### src/rtl/glyph_rom_arbiter.sv
// rtl/glyph_rom_arbiter.sv - round-robin read arbiter with bounded burst lock for the glyph sprite memory
// Also registers the memory write port so glyph reloads run alongside reads.
module glyph_rom_arbiter #(
  parameter int NUM_REQ   = 4,
  parameter int ADDR_W    = 10,
  parameter int DATA_W    = 24,
  parameter int MAX_BURST = 16
) (
  input  logic                      Clk,
  input  logic                      Reset,
  input  logic [NUM_REQ-1:0]        req,
  input  logic [NUM_REQ-1:0]        lock,
  input  logic [NUM_REQ*ADDR_W-1:0] req_addr,
  output logic [NUM_REQ-1:0]        grant,
  output logic [NUM_REQ-1:0]        rsp_valid,
  output logic [DATA_W-1:0]         rsp_data,
  input  logic                      wr_en,
  input  logic [ADDR_W-1:0]         wr_addr,
  input  logic [DATA_W-1:0]         wr_data,
  output logic [ADDR_W-1:0]         rom_read_address,
  input  logic [DATA_W-1:0]         rom_data_out,
  output logic                      rom_we,
  output logic [ADDR_W-1:0]         rom_write_address,
  output logic [DATA_W-1:0]         rom_data_in
);

  localparam int IDX_W = (NUM_REQ > 2) ? $clog2(NUM_REQ) : 1;
  localparam int CNT_W = $clog2(MAX_BURST + 1);
  localparam logic [IDX_W-1:0]   LAST_IDX = IDX_W'(NUM_REQ - 1);
  localparam logic [CNT_W-1:0]   CNT_MAX  = CNT_W'(MAX_BURST);
  localparam logic [NUM_REQ-1:0] ONE      = NUM_REQ'(1);

  typedef enum logic [1:0] {S_IDLE, S_GRANT, S_LOCKED} state_t;

  state_t           state, state_nxt;
  logic [IDX_W-1:0] rr_ptr;
  logic [IDX_W-1:0] locked_id, locked_id_nxt;
  logic [CNT_W-1:0] burst_cnt, burst_cnt_nxt;
  logic             blocked, blocked_nxt;
  logic [IDX_W-1:0] blocked_id, blocked_id_nxt;

  logic             rr_found;
  logic [IDX_W-1:0] rr_win;
  logic [IDX_W-1:0] cand;
  logic             hold_lock, forced, blk, others_req, lock_ok;
  logic [IDX_W-1:0] blk_id;
  logic             win_valid;
  logic [IDX_W-1:0] win;

  assign rsp_data = rom_data_out;

  // First asserted request strictly after rr_ptr, wrapping.
  always_comb begin
    rr_found = 1'b0;
    rr_win   = '0;
    cand     = '0;
    for (int k = 1; k <= NUM_REQ; k++) begin
      cand = IDX_W'((int'(rr_ptr) + k) % NUM_REQ);
      if (!rr_found && req[cand]) begin
        rr_found = 1'b1;
        rr_win   = cand;
      end
    end
  end

  always_comb begin
    hold_lock  = (state == S_LOCKED) && req[locked_id] && lock[locked_id] && (burst_cnt < CNT_MAX);
    forced     = (state == S_LOCKED) && (burst_cnt == CNT_MAX);
    blk        = blocked || forced;
    blk_id     = forced ? locked_id : blocked_id;
    others_req = |(req & ~(ONE << blk_id));
    win_valid  = hold_lock || rr_found;
    win        = hold_lock ? locked_id : rr_win;
    // A requester that hit the burst ceiling may still win, just not relock while others wait.
    lock_ok    = !blk || (win != blk_id) || !others_req;

    state_nxt      = S_IDLE;
    locked_id_nxt  = locked_id;
    burst_cnt_nxt  = '0;
    blocked_nxt    = blk && others_req && !(win_valid && (win != blk_id));
    blocked_id_nxt = blk_id;

    if (hold_lock) begin
      state_nxt     = S_LOCKED;
      burst_cnt_nxt = burst_cnt + 1'b1;
    end else if (win_valid) begin
      if (lock[win] && lock_ok) begin
        state_nxt     = S_LOCKED;
        locked_id_nxt = win;
        burst_cnt_nxt = CNT_W'(1);
      end else begin
        state_nxt = S_GRANT;
      end
    end
  end

  always_ff @(posedge Clk) begin
    if (Reset) begin
      state             <= S_IDLE;
      rr_ptr            <= LAST_IDX;
      locked_id         <= '0;
      burst_cnt         <= '0;
      blocked           <= 1'b0;
      blocked_id        <= '0;
      grant             <= '0;
      rsp_valid         <= '0;
      rom_read_address  <= '0;
      rom_we            <= 1'b0;
      rom_write_address <= '0;
      rom_data_in       <= '0;
    end else begin
      state      <= state_nxt;
      locked_id  <= locked_id_nxt;
      burst_cnt  <= burst_cnt_nxt;
      blocked    <= blocked_nxt;
      blocked_id <= blocked_id_nxt;
      rsp_valid  <= grant;
      grant      <= win_valid ? (ONE << win) : '0;
      if (win_valid) begin
        rom_read_address <= req_addr[int'(win)*ADDR_W +: ADDR_W];
        rr_ptr           <= win;
      end
      rom_we            <= wr_en;
      rom_write_address <= wr_addr;
      rom_data_in       <= wr_data;
    end
  end

endmodule

### config.mk
export PLATFORM = sky130hd
export DESIGN_NAME = glyph_rom_arbiter
export DESIGN_NICKNAME = d
export VERILOG_FILES = /design/src/rtl/glyph_rom_arbiter.sv
export SDC_FILE = /design/constraint.sdc
export NUM_CORES = 1
export LEC_CHECK = 0
export CORE_MARGIN = 3
export CORE_UTILIZATION = 33
export DETAILED_ROUTE_END_ITERATION = 8
export PLACE_DENSITY = 0.76
export SYNTH_ARGS = -nofsm -noshare
export SYNTH_HDL_FRONTEND = slang
export SYNTH_SLANG_ARGS = --single-unit
### constraint.sdc
create_clock -name Clk -period 2.45 [get_ports Clk]
set_input_delay 0.49 -clock Clk [delete_from_list [all_inputs] [get_ports Clk]]
set_output_delay 0.49 -clock Clk [all_outputs]
set_load 0.1 [all_outputs]
==> impl_metrics.env, run 1 <==
export IMPL_crit_type="flip-flop to flip-flop"
export IMPL_antenna_cells=0
export IMPL_ys_flop_type="dfxtp_1"
export IMPL_area_growth_pct=58.9
export IMPL_grt_usage_pct=16.2
export IMPL_worstReg2RegStart="burst_cnt[0]"
export IMPL_cts_tree="built"
export IMPL_rsz0062_at_grt="true"
export IMPL_synth_cells=339
export IMPL_pin_count=186
export IMPL_syn_area_mm2=0.00293
export IMPL_crit_chain="inv_2, ha_4, and4bb_4, and3_4, or3b_1, a41o_1, or3b_4, o32a_1, a21oi_2, nor2_1"
export IMPL_drcViolationCount=0
export IMPL_fin_skew_ns=0.00830
export IMPL_layout_setup_ws_ns=-0.104
export IMPL_r2r_end="burst_cnt[0]"
export IMPL_gp_congestion=0.793
export IMPL_crit_path_max_incr_delay_ns=0.42
export IMPL_port_buffers=137
export IMPL_crit_path_end_kind="flip-flop"
export IMPL_synth_simple_area_share_pct=28.0
export IMPL_drive_gt1_share_pct=27.9
export IMPL_synth_compound_area_share_pct=12.2
export IMPL_final_net_count=591
export IMPL_async_reset_ff_share_pct=0
export IMPL_synthMuxAreaShare_pct=2.52
export IMPL_max_clock_freq_mhz=392
export IMPL_violations="setup timing"
export IMPL_final_hold_viol_count=0
export IMPL_die_y_um=100
export IMPL_hold_path_class="flip-flop to flip-flop"
export IMPL_cts_max_level=3
export IMPL_yosysWarnings=0
export IMPL_powerDensity_mw_per_mm2=746
export IMPL_synthAdderAreaFrac_pct=0.854
export IMPL_cp_endpoint="burst_cnt[0]"
export IMPL_synth_top_family_by_area="simple AND/OR/NAND/NOR gates"
export IMPL_avgSynthCellArea_um2=8.65
export IMPL_status="finished, violations left"
export IMPL_netlist_top_cell_by_area="dfxtp_1"
export IMPL_synth_seq_area_share_pct=45.8
export IMPL_ys_seq_elements=67
export IMPL_crit_arrival_ns=2.75
export IMPL_critPathSlowestCell="or3b_4"
export IMPL_drtIter0Drc=85
export IMPL_fillers=768
export IMPL_vias_per_cell=4.75
export IMPL_cap_violations=0
export IMPL_root_buffer="clkbuf_8"
export IMPL_cellLeakagePower_uw=0.00199
export IMPL_die_area_mm2=0.0101
export IMPL_period_needed_ns=2.55
export IMPL_core_area_mm2=0.00842
export IMPL_reg2reg_slack_ns=-0.10
export IMPL_synth_area_leaders="dfxtp_1 46%, nor2b_1 9.0%, buf_4 6.4%"
export IMPL_initial_core_util_pct=34.8
export IMPL_fin_crit_sh_pct=104
export IMPL_worst_pin_slew_ns=0.496
export IMPL_setup_violations_final=3
export IMPL_clkTransAtPathRegs_ns=0.07
export IMPL_final_max_slew_viol_count=0
export IMPL_irDropWorstVdd_v=0.000289
export IMPL_post_place_ws_ns=-0.542
export IMPL_synth_edff_count=0
export IMPL_cts_made_buffers=9
export IMPL_worstRegToRegCells=10
export IMPL_cp_required_ns=2.64
export IMPL_grt_pass1_vias=2816
export IMPL_timing_setup_tns_ns=-0.207
export IMPL_num_vias=2796
export IMPL_clk_latency_ns=0.33
export IMPL_grt_ovfl_total=0
export IMPL_max_slew_margin_pct=66.9
export IMPL_cp_max_fo=3
export IMPL_cts_path_max_buffers=2
export IMPL_antenna_found_initial=0
export IMPL_synthDominantCellAreaShare_pct=45.8
export IMPL_cp_start_kind="flip-flop"
export IMPL_ys_types=49
export IMPL_dp_hpwl_mm=6.09
export IMPL_dr_pass1_iters=5
export IMPL_wl_mm=8.26
export IMPL_postRouteAntennaNets=0
export IMPL_grt_pass1_wl_mm=13.0
export IMPL_die_x_um=100
export IMPL_critical_path_startpoint="burst_cnt[0]"
export IMPL_rows=33
export IMPL_cts_sinks=67
export IMPL_synth_fp_nets=450
export IMPL_synth_xor_area_share_pct=0.896
export IMPL_wl_per_cell_um=14.0
export IMPL_grt_max_degree=26
-- synth_stat cells, types with 2 or more instances --
library cell / count
dfxtp_1: 67
nor2_1: 44
nor2b_1: 42
nand2_1: 40
buf_4: 25
nand3_1: 17
a21oi_1: 16
clkbuf_1: 14
o211ai_1: 10
inv_1: 7
mux2i_1: 6
a21boi_1: 3
nand2b_1: 3
nand3b_1: 3
nor3_1: 3
and2_1: 2
ha_1: 2
o21ai_0: 2
or2_2: 2
xnor2_1: 2
-- how the worst min path moves through the flow --
stage / endpoint / cells past startpoint / from / slack, ns
finish: rom_read_address[4] / 2 / rom_read_address[4] / 0.45
global route: rom_read_address[4] / 2 / rom_read_address[4] / 0.48
CTS: rom_read_address[4] / 2 / rom_read_address[4] / 0.46
detailed placement: rom_read_address[4] / 2 / rom_read_address[4] / 0.45
global placement: rom_read_address[8] / 2 / rom_read_address[8] / 0.44
floorplan: rr_ptr[0] / 2 / rr_ptr[0] / 0.48
-- state kept, by name (all words and copies together), names as in the netlist --
name and flops:
rom_data_in 24, rom_read_address 10, rom_write_address 10, burst_cnt 5
grant 4, rsp_valid 4, blocked_id 2, locked_id 2
rr_ptr 2, state 2, blocked 1, rom_we 1
-- what timing repair did --
item | CTS | global route
setup buffers | 2 | 1
resized for setup | 16 | 17
hold buffers | 0 | 0
cloned | 0 | 0
pin swaps | 6 | 10
endpoints found under the setup margin | 15 | 15
-- per-layer routing --
metal | GRT usage (%) | wire [um] | share of wire, % | vias up
met5 | 0 | 0 | 0 | -
met4 | 7.56 | 159 | 1.9 | 0
met3 | 4.52 | 777 | 9.4 | 19
met2 | 28.4 | 4070 | 49 | 139
met1 | 18.0 | 3250 | 39 | 1262
li1 | - | - | - | 1376
-- kinds of logic (layout without fill, tap and decap cells) --
| group | after synthesis | in the layout |
|---|---|---|
| AND/OR/NAND/NOR | 164 | 164 |
| AO/OA/AOI/OAI | 47 | 47 |
| multiplexers | 7 | 7 |
| XOR/XNOR | 3 | 3 |
| adder cells (fa/ha/maj) | 2 | 2 |
| flip-flops | 67 | 67 |
| buffers and inverters | 49 | 194 |
-- critical path, delay by kind of cell, from the launching register on --
kind / cells / cell delay (ns)
AOI/OAI and AO/OA: 3 / 0.74
adders and majority gates: 1 / 0.14
buffers and inverters: 1 / 0.05
DFF: 1 / 0.34
and+or+nand+nor: 5 / 1.17
-- area by class of cell --
class | count | area, um^2 | share of cell area, %
Inverter | 7 | 26.3 | 0.564
Sequential cell | 67 | 1350 | 28.9
Tap cell | 105 | 131 | 2.82
Timing Repair Buffer | 172 | 1520 | 32.7
Clock buffer | 11 | 151 | 3.25
Multi-Input combinational cell | 223 | 1430 | 30.7
Clock inverter | 4 | 50.0 | 1.07
-- cell usage in the layout (no fill, tap or decap), drive strengths merged, types with 11 or more instances in the layout --
master,Yosys,layout
clkbuf,14,11
dfxtp,67,67
nor2b,42,42
a21oi,16,16
nand2,40,40
nor2,44,44
buf,28,89
nand3,17,17
clkdlybuf4s50,0,79
o211ai,11,11
-- per-stage QoR --
stage / utilization [%] / instances / power [uW] / instance area [um^2] / hold slack (ns)
CTS: 54.4 / 588 / 3480 / 4580 / 0.455
global route: 55.3 / 589 / 3650 / 4660 / 0.481
global placement: 51.0 / 571 / 2500 / 4300 / 0.439
floorplan: - / 339 / 2290 / 2930 / 0.479
detailed placement: 51.0 / 571 / 2510 / 4300 / 0.445
finish: 55.3 / 589 / 3480 / 4660 / 0.450
-- report_power, final --
group	switching [uW]	internal, uW	total [uW]	leakage [uW]
Clock	402	518	920	0.0000974
Combinational	863	455	1320	0.00134
Sequential	55.5	1180	1240	0.000556
Note: power is estimated with default switching activity, not from simulation.
==> run 2: changes to the inputs <==
--- a/config.mk
+++ b/config.mk
@@ -5,10 +5,12 @@
 export SDC_FILE = /design/constraint.sdc
 export NUM_CORES = 1
 export LEC_CHECK = 0
+export CORE_ASPECT_RATIO = 1.25
 export CORE_MARGIN = 3
 export CORE_UTILIZATION = 33
 export DETAILED_ROUTE_END_ITERATION = 8
 export PLACE_DENSITY = 0.76
+export SKIP_CTS_REPAIR_TIMING = 1
 export SYNTH_ARGS = -nofsm -noshare
 export SYNTH_HDL_FRONTEND = slang
 export SYNTH_SLANG_ARGS = --single-unit
==> constraint.sdc (replaced) <==
create_clock -name Clk -period 2.2 [get_ports Clk]
set_input_delay 0.44 -clock Clk [delete_from_list [all_inputs] [get_ports Clk]]
set_output_delay 0.44 -clock Clk [all_outputs]
set_load 0.1 [all_outputs]
==> run 2 against run 1 <==
Net effect:
- the run still ends with setup timing left
- non-clock buffer count increased by 9
- global-route usage rose by 0.27 points
- sequential power increased by 10%
- largest power group unchanged
==> impl_metrics.env, run 2 (synthesized netlist as in run 1, its figures left out) <==
export IMPL_grt_use_met3_pct=3.85
export IMPL_status="finished, violations left"
export IMPL_cts_path_max_buffers=2
export IMPL_seq_area_mm2=0.00135
export IMPL_die_x_um=90.3
export IMPL_pin_count=186
export IMPL_vias_per_cell=4.76
export IMPL_cp_start_kind="flip-flop"
export IMPL_post_place_ws_ns=-0.712
export IMPL_clk_latency_ns=0.33
export IMPL_dp_hpwl_mm=6.60
export IMPL_final_net_count=600
export IMPL_final_max_slew_viol_count=0
export IMPL_antenna_found_initial=0
export IMPL_rows=37
export IMPL_powerDensity_mw_per_mm2=848
export IMPL_rsz0062_at_grt="true"
export IMPL_num_vias=2911
export IMPL_stdcell_area_mm2=0.00477
export IMPL_core_area_mm2=0.00843
export IMPL_grt_max_degree=28
export IMPL_grt_ovfl_total=0
export IMPL_drtIter0Drc=111
export IMPL_worst_pin_slew_ns=0.387
export IMPL_fillers=774
export IMPL_grt_pass1_wl_mm=13.2
export IMPL_gp_congestion=0.879
export IMPL_placed_area_mm2=0.00438
export IMPL_holdWs_ns=0.452
export IMPL_top_regs="rom_data_in x24, rom_read_address x10, rom_write_address x10"
export IMPL_max_clock_freq_mhz=400
export IMPL_grt_use_met2_pct=30.8
export IMPL_grt_pass1_vias=2870
export IMPL_violations="setup timing"
export IMPL_regMostFlops="rom_data_in"
export IMPL_die_y_um=111
export IMPL_cp_max_fo=4
export IMPL_cap_violations=0
export IMPL_layout_setup_ws_ns=-0.301
export IMPL_fin_skew_ns=0.00920
export IMPL_crit_arrival_ns=2.70
export IMPL_clkTransAtPathRegs_ns=0.07
export IMPL_dr_pass1_iters=4
export IMPL_period_needed_ns=2.50
export IMPL_worstReg2RegStart="burst_cnt[0]"
export IMPL_cts_tree="built"
export IMPL_largest_reg_flops=24
export IMPL_initial_core_util_pct=34.8
export IMPL_grt_usage_pct=16.4
export IMPL_timing_setup_tns_ns=-1.19
export IMPL_max_slew_margin_pct=73.4
export IMPL_die_area_mm2=0.0101
export IMPL_final_cell_mix="90 x buf_4, 79 x clkdlybuf4s50_1, 63 x dfxtp_1"
export IMPL_hold_path_class="flip-flop to flip-flop"
export IMPL_setup_violations_final=5
export IMPL_area_growth_pct=62.8
export IMPL_wl_mm=9.01
export IMPL_cts_max_level=3
export IMPL_port_buffers=137
export IMPL_multi_input_area_mm2=0.00139
export IMPL_irDropWorstVdd_v=0.000434
export IMPL_cts_made_buffers=9
export IMPL_crit_type="flip-flop to flip-flop"
export IMPL_final_common_cell="buf_4"
export IMPL_hold_start="rom_read_address[9]"
export IMPL_critical_path_startpoint="burst_cnt[0]"
export IMPL_fin_crit_sh_pct=114
export IMPL_cp_required_ns=2.40
export IMPL_top_usage_layer="met2"
export IMPL_cts_sinks=67
export IMPL_crit_path_end_kind="flip-flop"
export IMPL_cellLeakagePower_uw=0.00208
export IMPL_final_hold_viol_count=0
export IMPL_drive_gt1_share_pct=28.7
export IMPL_root_buffer="clkbuf_8"
export IMPL_postRouteAntennaNets=0
export IMPL_drcViolationCount=0
export IMPL_antenna_cells=0
export IMPL_grt_util_met1_pct=15.9
export IMPL_power_uw=4050
export IMPL_wl_per_cell_um=14.7
-- run 2: cell types whose count changed in the layout (fill, tap and decap cells not counted), moves of 2 or more --
cell,delta
buf_4,+5
clkbuf_8,-2
clkbuf_16,+2
clkinv_4,+2
-- run 2: worst max-delay path: stages, from the launching register on --
cell      delay (ns)
dfxtp_2         0.34
inv_2           0.05
ha_4            0.14
and4bb_4        0.21
and3_4          0.16
or3b_1          0.34
a41o_1          0.20
or3b_4          0.42
o32a_1          0.33
a21oi_2         0.13
nor2_1          0.05
-- run 2: per-layer routing --
layer	vias up	share of wire (%)
met5	-	0
met4	0	4.3
met3	44	6.3
met2	125	53
met1	1343	36
li1	1399	-
-- run 2: report_power, final --
group          switching [uW]  total, uW  internal [uW]
Combinational             987       1560            576
Sequential               56.5       1370           1320
Clock                     470       1110            640
-- run 2: layout make-up --
cell class	count	share of cell area (%)
clock buffers	10	2.67
clock inverters	6	1.89
inverters	7	0.550
multi-input cells	223	29.1
flip-flops and latches	67	28.2
well taps	117	3.07
repair buffers	181	34.5
-- run 2: worst paths after layout --
check / endpoint / slack (ns) / depth (start not counted)
min: rom_read_address[9] / 0.45 / 2
min reg2reg: rom_read_address[9] / 0.45 / 2
max reg2reg: burst_cnt[0] / -0.30 / 10
max: burst_cnt[0] / -0.30 / 10
-- run 2: metrics by stage --
step | utilization, % | instances
after floorplan | - | 339
after global placement | 51.9 | 591
after detailed placement | 51.9 | 591
after CTS | 54.5 | 607
after global routing | 56.7 | 611
final | 56.7 | 611
